## src/rtl/bit_sequence_generator_pkg.sv

```systemverilog
// Shared types and constants for the serial bit-sequence generator.
package bitseq_pkg;

  typedef enum logic {
    IDLE  = 1'b0,
    SHIFT = 1'b1
  } state_t;

  localparam int MAX_LEN_DEFAULT = 32;
  localparam int FRAME_CNT_W     = 8;

endpackage

```

## src/rtl/bit_sequence_generator_if.sv

```systemverilog
// Load handshake bundle: pattern word plus bit length with valid/ready.
interface bit_sequence_generator_if
  import bitseq_pkg::*;
#(
  parameter int MAX_LEN = MAX_LEN_DEFAULT,
  parameter int CNT_W   = $clog2(MAX_LEN + 1)
);

  logic               load_valid;
  logic               load_ready;
  logic [MAX_LEN-1:0] load_data;
  logic [CNT_W-1:0]   load_len;

  modport master (
    output load_valid,
    output load_data,
    output load_len,
    input  load_ready
  );

  modport slave (
    input  load_valid,
    input  load_data,
    input  load_len,
    output load_ready
  );

endinterface

```

## src/rtl/bit_sequence_generator_pending_buf.sv

```systemverilog
// One-entry holding register for the frame queued behind the one being shifted.
module bitseq_pending_buf
  import bitseq_pkg::*;
#(
  parameter int MAX_LEN = MAX_LEN_DEFAULT,
  parameter int CNT_W   = $clog2(MAX_LEN + 1)
) (
  input  logic               clk,
  input  logic               rst,
  input  logic               i_load,
  input  logic               i_take,
  input  logic [MAX_LEN-1:0] i_data,
  input  logic [CNT_W-1:0]   i_len,
  output logic               o_full,
  output logic [MAX_LEN-1:0] o_data,
  output logic [CNT_W-1:0]   o_len
);

  logic               r_full;
  logic [MAX_LEN-1:0] r_data;
  logic [CNT_W-1:0]   r_len;

  // Load and take never coincide: a load needs the buffer empty, a take needs it full.
  always_ff @(posedge clk or posedge rst) begin
    if (rst) begin
      r_full <= 1'b0;
    end else if (i_load) begin
      r_full <= 1'b1;
    end else if (i_take) begin
      r_full <= 1'b0;
    end
  end

  always_ff @(posedge clk) begin
    if (i_load) begin
      r_data <= i_data;
      r_len  <= i_len;
    end
  end

  assign o_full = r_full;
  assign o_data = r_data;
  assign o_len  = r_len;

endmodule

```

## src/rtl/bit_sequence_generator.sv

```systemverilog
// Serial stimulus source: shifts a loaded pattern out LSB first, with a one-entry
// pending buffer so consecutive frames run without an idle cycle.
module bit_sequence_generator
  import bitseq_pkg::*;
#(
  parameter int MAX_LEN = MAX_LEN_DEFAULT,
  parameter int CNT_W   = $clog2(MAX_LEN + 1)
) (
  input  logic                   clk,
  input  logic                   rst,
  input  logic                   ena,
  bit_sequence_generator_if.slave load_if,
  output logic                   sig_out,
  output logic                   bit_valid,
  output logic                   frame_last,
  output logic                   busy,
  output logic [FRAME_CNT_W-1:0] frames_sent
);

  function automatic logic [CNT_W-1:0] clamp_len(input logic [CNT_W-1:0] len);
    return (len > CNT_W'(MAX_LEN)) ? CNT_W'(MAX_LEN) : len;
  endfunction

  state_t                 r_state;
  state_t                 w_next_state;
  logic [MAX_LEN-1:0]     r_shift;
  logic [CNT_W-1:0]       r_cnt;
  logic                   r_sig_out;
  logic [FRAME_CNT_W-1:0] r_frames;

  logic                   w_accept;
  logic                   w_len_zero;
  logic [CNT_W-1:0]       w_len_eff;
  logic                   w_complete;
  logic                   w_direct;
  logic                   w_pend_load;
  logic                   w_take;
  logic                   w_advance;
  logic                   w_pend_full;
  logic [MAX_LEN-1:0]     w_pend_data;
  logic [CNT_W-1:0]       w_pend_len;

  assign w_accept   = load_if.load_valid && load_if.load_ready;
  assign w_len_zero = (load_if.load_len == '0);
  assign w_len_eff  = clamp_len(load_if.load_len);
  assign w_complete = (r_state == SHIFT) && ena && (r_cnt == CNT_W'(1));

  // Zero-length loads are consumed by the handshake but never stored anywhere.
  assign w_direct    = w_accept && !w_len_zero && ((r_state == IDLE) || w_complete);
  assign w_pend_load = w_accept && !w_len_zero && (r_state == SHIFT) && !w_complete;
  assign w_take      = w_complete && w_pend_full;
  assign w_advance   = (r_state == SHIFT) && ena && !w_complete;

  bitseq_pending_buf #(
    .MAX_LEN (MAX_LEN),
    .CNT_W   (CNT_W)
  ) u_pend (
    .clk    (clk),
    .rst    (rst),
    .i_load (w_pend_load),
    .i_take (w_take),
    .i_data (load_if.load_data),
    .i_len  (w_len_eff),
    .o_full (w_pend_full),
    .o_data (w_pend_data),
    .o_len  (w_pend_len)
  );

  always_ff @(posedge clk or posedge rst) begin
    if (rst) begin
      r_state <= IDLE;
    end else begin
      r_state <= w_next_state;
    end
  end

  always_comb begin
    w_next_state = r_state;
    case (r_state)
      IDLE:    if (w_direct) w_next_state = SHIFT;
      SHIFT:   if (w_complete && !w_take && !w_direct) w_next_state = IDLE;
      default: w_next_state = IDLE;
    endcase
  end

  // r_cnt counts the bits still to retire, including the one on sig_out.
  always_ff @(posedge clk or posedge rst) begin
    if (rst) begin
      r_sig_out <= 1'b0;
      r_cnt     <= '0;
      r_frames  <= '0;
    end else begin
      if (w_complete) begin
        r_frames <= r_frames + FRAME_CNT_W'(1);
      end
      if (w_direct) begin
        r_sig_out <= load_if.load_data[0];
        r_cnt     <= w_len_eff;
      end else if (w_take) begin
        r_sig_out <= w_pend_data[0];
        r_cnt     <= w_pend_len;
      end else if (w_complete) begin
        r_sig_out <= 1'b0;
        r_cnt     <= '0;
      end else if (w_advance) begin
        r_sig_out <= r_shift[0];
        r_cnt     <= r_cnt - CNT_W'(1);
      end
    end
  end

  always_ff @(posedge clk) begin
    if (w_direct) begin
      r_shift <= load_if.load_data >> 1;
    end else if (w_take) begin
      r_shift <= w_pend_data >> 1;
    end else if (w_advance) begin
      r_shift <= r_shift >> 1;
    end
  end

  assign load_if.load_ready = !w_pend_full;
  assign sig_out            = r_sig_out;
  assign bit_valid          = (r_state == SHIFT) && ena;
  assign frame_last         = bit_valid && (r_cnt == CNT_W'(1));
  assign busy               = (r_state == SHIFT) || w_pend_full;
  assign frames_sent        = r_frames;

endmodule

```

## src/flat_wrapper.sv

```systemverilog
// flat-port wrapper written by rule: the top's interface ports become plain ports
module bit_sequence_generator_flat import bitseq_pkg::*;
#(
  parameter int MAX_LEN = MAX_LEN_DEFAULT,
  parameter int CNT_W   = $clog2(MAX_LEN + 1)
)
  (clk, rst, ena, sig_out, bit_valid, frame_last, busy, frames_sent, load_if_load_valid, load_if_load_data, load_if_load_len, load_if_load_ready);
  bit_sequence_generator_if #(.MAX_LEN(MAX_LEN), .CNT_W(CNT_W)) load_if_i ();
  input  logic clk;
  input  logic rst;
  input  logic ena;
  output logic sig_out;
  output logic bit_valid;
  output logic frame_last;
  output logic busy;
  output logic [FRAME_CNT_W-1:0] frames_sent;
  input wire logic [$bits(load_if_i.load_valid)-1:0] load_if_load_valid;
  input wire logic [$bits(load_if_i.load_data)-1:0] load_if_load_data;
  input wire logic [$bits(load_if_i.load_len)-1:0] load_if_load_len;
  output wire logic [$bits(load_if_i.load_ready)-1:0] load_if_load_ready;
  assign load_if_i.load_valid = load_if_load_valid;
  assign load_if_i.load_data = load_if_load_data;
  assign load_if_i.load_len = load_if_load_len;
  assign load_if_load_ready = load_if_i.load_ready;
  bit_sequence_generator #(.MAX_LEN(MAX_LEN), .CNT_W(CNT_W)) u_core (.clk(clk), .rst(rst), .ena(ena), .load_if(load_if_i), .sig_out(sig_out), .bit_valid(bit_valid), .frame_last(frame_last), .busy(busy), .frames_sent(frames_sent));
endmodule
```

## config.mk

```make
export PLATFORM = sky130hd
export DESIGN_NAME = bit_sequence_generator_flat
export DESIGN_NICKNAME = d
export VERILOG_FILES = /design/src/rtl/bit_sequence_generator_pkg.sv /design/src/rtl/bit_sequence_generator_if.sv /design/src/rtl/bit_sequence_generator_pending_buf.sv /design/src/rtl/bit_sequence_generator.sv /design/src/flat_wrapper.sv
export SDC_FILE = /design/constraint.sdc
export NUM_CORES = 1
export LEC_CHECK = 0
export BUFFER_PORTS_ARGS = -buffer_cell sky130_fd_sc_hd__buf_2
export CAP_MARGIN = 20
export CORE_ASPECT_RATIO = 0.8
export CORE_MARGIN = 2
export CORE_UTILIZATION = 62
export DETAILED_ROUTE_END_ITERATION = 10
export PLACE_DENSITY_LB_ADDON = 0.2
export SLEW_MARGIN = 20
export SYNTH_ARGS = -nofsm -noshare
export SYNTH_HDL_FRONTEND = slang
export SYNTH_SLANG_ARGS = --single-unit
```

## constraint.sdc

```tcl
create_clock -name clk -period 6.35 [get_ports clk]
set_input_delay 0 -clock clk [delete_from_list [all_inputs] [get_ports clk]]
set_output_delay 0 -clock clk [all_outputs]
set_load 0.01 [all_outputs]
```

==> results.tsv <==
metric	value	unit
status	finished, final reports clean	
finalHoldViolCount	0	
fp.dieW	94.3	um
min_to	u_core.u_pend.o_len[0]$_DFFE_PP_	
r2r_cells	6	
cts.htree.levels	3	
nFillCells	391	
hold_depth	2	
cts_tree	done	
cts_sinks	86	
p_per_area	213	nW/um^2
cp-end-kind	flip-flop	
rsz0062_at_grt	false	
fin_crit_sh	0.461	
synth_top_family_by_area	multiplexers	
cp.required	6.36	ns
syn_nets	295	
gr-total-overflow	0	
ys_ff_latch	86	
track_usage	0.228	
die_h	76.3	um
initial_core_util	0.638	
postCtsResizedCells	0	
worst_clock_skew	0.00990	ns
p_comb_frac	0.037	
cp_slowest_stage_delay	0.72	ns
final_cell_mix	edfxtp_1 (69), buf_2 (54), dlygate4sd3_1 (34), mux2_2 (33), mux2_4 (29)	
critPathMaxFanout	31	
final_nets	384	
finalSetupViolCount	0	
slowest_stage	nand3_2	
finalSetupTns	0	ns
drv_cap	0	
final_common_cell	edfxtp_1	
cts.reportedPaths.clkPinSlew	0.08	ns
drtIter0Drc	242	
min_from	load_if_load_len[0]	
synth_cell_type_count	44	
clkLatencyLatePin	0.35	ns
grt_pass1_wl	12.3	mm
rrSetupSlack	3.42	ns
yosysWarnings	0	
wl_per_cell	17.8	um
r2r-end	u_core.r_shift[27]$_DFFE_PP_	
worst_pin_slew	0.830	ns
syn2layout_area_growth	21.5	%
p_sw_frac	0.193	
synth_xor_area_frac	0.0195	
final_max_slew_viol_count	0	
fp.dieArea	7190	sq um
clkPwrFrac	0.387	
rr_startpoint	u_core.r_cnt[1]$_DFFE_PP0P_	
syn_area_per_cell	16.2	sq um
synthArstFlopShare	0.198	
row_count	26	
diodes	0	
crit_path_cell_trace	inv_1, ha_1, and4b_1, nand3_2, o211ai_1, buf_4	
fin_crit	2.93	ns
hold_path_class	input port to flip-flop	
drtAntennaViolNets	0	
synthesis.area	4050	sq um
crit_arrival	2.94	ns
place_hpwl	4.54	mm
port_buffers	54	
timing.fmax	341	MHz
drc	0	
hold_ws	0.0564	ns
max-clock-path-buffers	2	
yosys-mux-area-fraction	0.202	
coreArea	6340	sq um
synth_compound_area_frac	0.0519	
clockRootBuffer	clkbuf_8	
synthSimpleGateAreaFrac	0.0680	
synthAdderAreaFrac	0.00928	
grt_max_degree	39	
postSynthCellCount	250	
drt_pass1_iterations	4	
startpoint_type	flip-flop	
first_global_vias	2498	
internal_power	0.000847	W
cp-startpoint	u_core.r_cnt[1]$_DFFE_PP0P_	
cts_made_buffers	9	
via_count	2410	
switchingPower	0.000202	W
synth_edf_count	69	
slew_headroom	0.446	
yosysSeqAreaShare	0.617	
synth_ff_type	edfxtp_1	
drive_above_1_share	0.416	
criticalPathCategory	flip-flop to flip-flop	
top_level_ports	55	
globalplace.congestion	0.883	
pwr-share-seq	0.576	
ir_drop	160	uV
vias_per_cell	5.63	
antenna_found_initial	0	
power_leakage	1.84	nW
wl	7.61	mm
-- worst max-delay path by stage --
stage                     slack [ns]                                 to  cells past startpoint
after floorplan                 3.15  u_core.u_pend.o_data[0]$_DFFE_PP_                      5
after global placement          3.55       u_core.r_shift[16]$_DFFE_PP_                      6
after detailed placement        3.43       u_core.r_shift[16]$_DFFE_PP_                      6
after CTS                       3.43       u_core.r_shift[27]$_DFFE_PP_                      6
after global routing            3.21        u_core.r_shift[0]$_DFFE_PP_                      6
final                           3.42       u_core.r_shift[27]$_DFFE_PP_                      6
-- stage by stage --
stage / total power, W / utilization / cells / cell area (sq um) / setup WS, ns
2_1_floorplan: 0.000621 / - / 250 / 4050 / 3.15
3_3_place_gp: 0.000639 / 0.684 / 377 / 4340 / 3.55
3_5_place_dp: 0.000639 / 0.684 / 377 / 4340 / 3.43
4_1_cts: 0.00106 / 0.771 / 427 / 4890 / 3.43
5_1_grt: 0.00108 / 0.775 / 428 / 4920 / 3.21
6_report: 0.00105 / 0.775 / 428 / 4920 / 3.42
-- Yosys cell counts, drive strengths merged (4+ instances only) --
cell type	count	area (sq um)
dfrtp	17	425
nand2	6	30.0
inv	5	18.8
xnor2	7	61.3
buf	11	100
o21ai	4	31.3
nor2b	5	31.3
nand4	7	43.8
edfxtp	69	2070
o211ai	4	30.0
mux2	62	807
nor2	7	26.3
nand3	7	40.0
-- power groups by stage --
| stage | combinational [W] | sequential (W) | clock, W |
|---|---|---|---|
| 5_1_grt | 0.0000417 | 0.000605 | 0.000438 |
| 3_3_place_gp | 0.0000212 | 0.000617 | 0 |
| 6_report | 0.0000386 | 0.000605 | 0.000406 |
| 2_1_floorplan | 0.00000384 | 0.000617 | 0 |
| 3_5_place_dp | 0.0000220 | 0.000617 | 0 |
| 4_1_cts | 0.0000379 | 0.000605 | 0.000416 |
-- worst max-delay path: cells and delay by family, from the launching register on --
family                   cells  cell delay, ns
adder cells (fa/ha/maj)      1            0.20
AND/OR/NAND/NOR              2            1.14
flip-flops                   1            0.39
buffers and inverters        2            0.52
AO/OA/AOI/OAI                1            0.33
-- per-layer routing --
| metal | part of all wire | wire length, um | track usage | up-vias |
|---|---|---|---|---|
| met2 | 0.49 | 3760 | 0.351 | 76 |
| met5 | 0 | 0 | 0 | - |
| met4 | 0.014 | 108 | 0.0841 | 0 |
| met1 | 0.43 | 3310 | 0.318 | 1184 |
| met3 | 0.057 | 436 | 0.0574 | 11 |
| li1 | - | - | - | 1139 |
-- cell families after synthesis --
family / count (synthesis)
compound gates: 24
xor+xnor: 9
fa+ha+maj: 3
buf+inv: 19
flops: 86
mux: 63
simple gates: 46
-- layout make-up --
class / instances / area, sq um / area share
repair buffers: 91 / 653 / 0.133
clock inverters: 7 / 88.8 / 0.0181
multi-input cells: 145 / 1430 / 0.290
flip-flops and latches: 86 / 2500 / 0.508
inverters: 6 / 22.5 / 0.00458
well taps: 84 / 105 / 0.0214
clock buffers: 9 / 124 / 0.0252
-- flip-flops by register name, indices dropped and copies added, names as in the netlist --
name                  count
u_core.u_pend.o_full      1
u_core.u_pend.o_len       6
u_core.sig_out            1
u_core.r_shift           31
u_core.frames_sent        8
u_core.u_pend.o_data     32
u_core.r_cnt              6
u_core.r_state            1
-- what timing repair did --
item,CTS,global route
setup buffers,0,0
hold buffers,34,0
endpoints found under the hold margin,82,0
No activity file was read; power rests on OpenSTA's default activity.
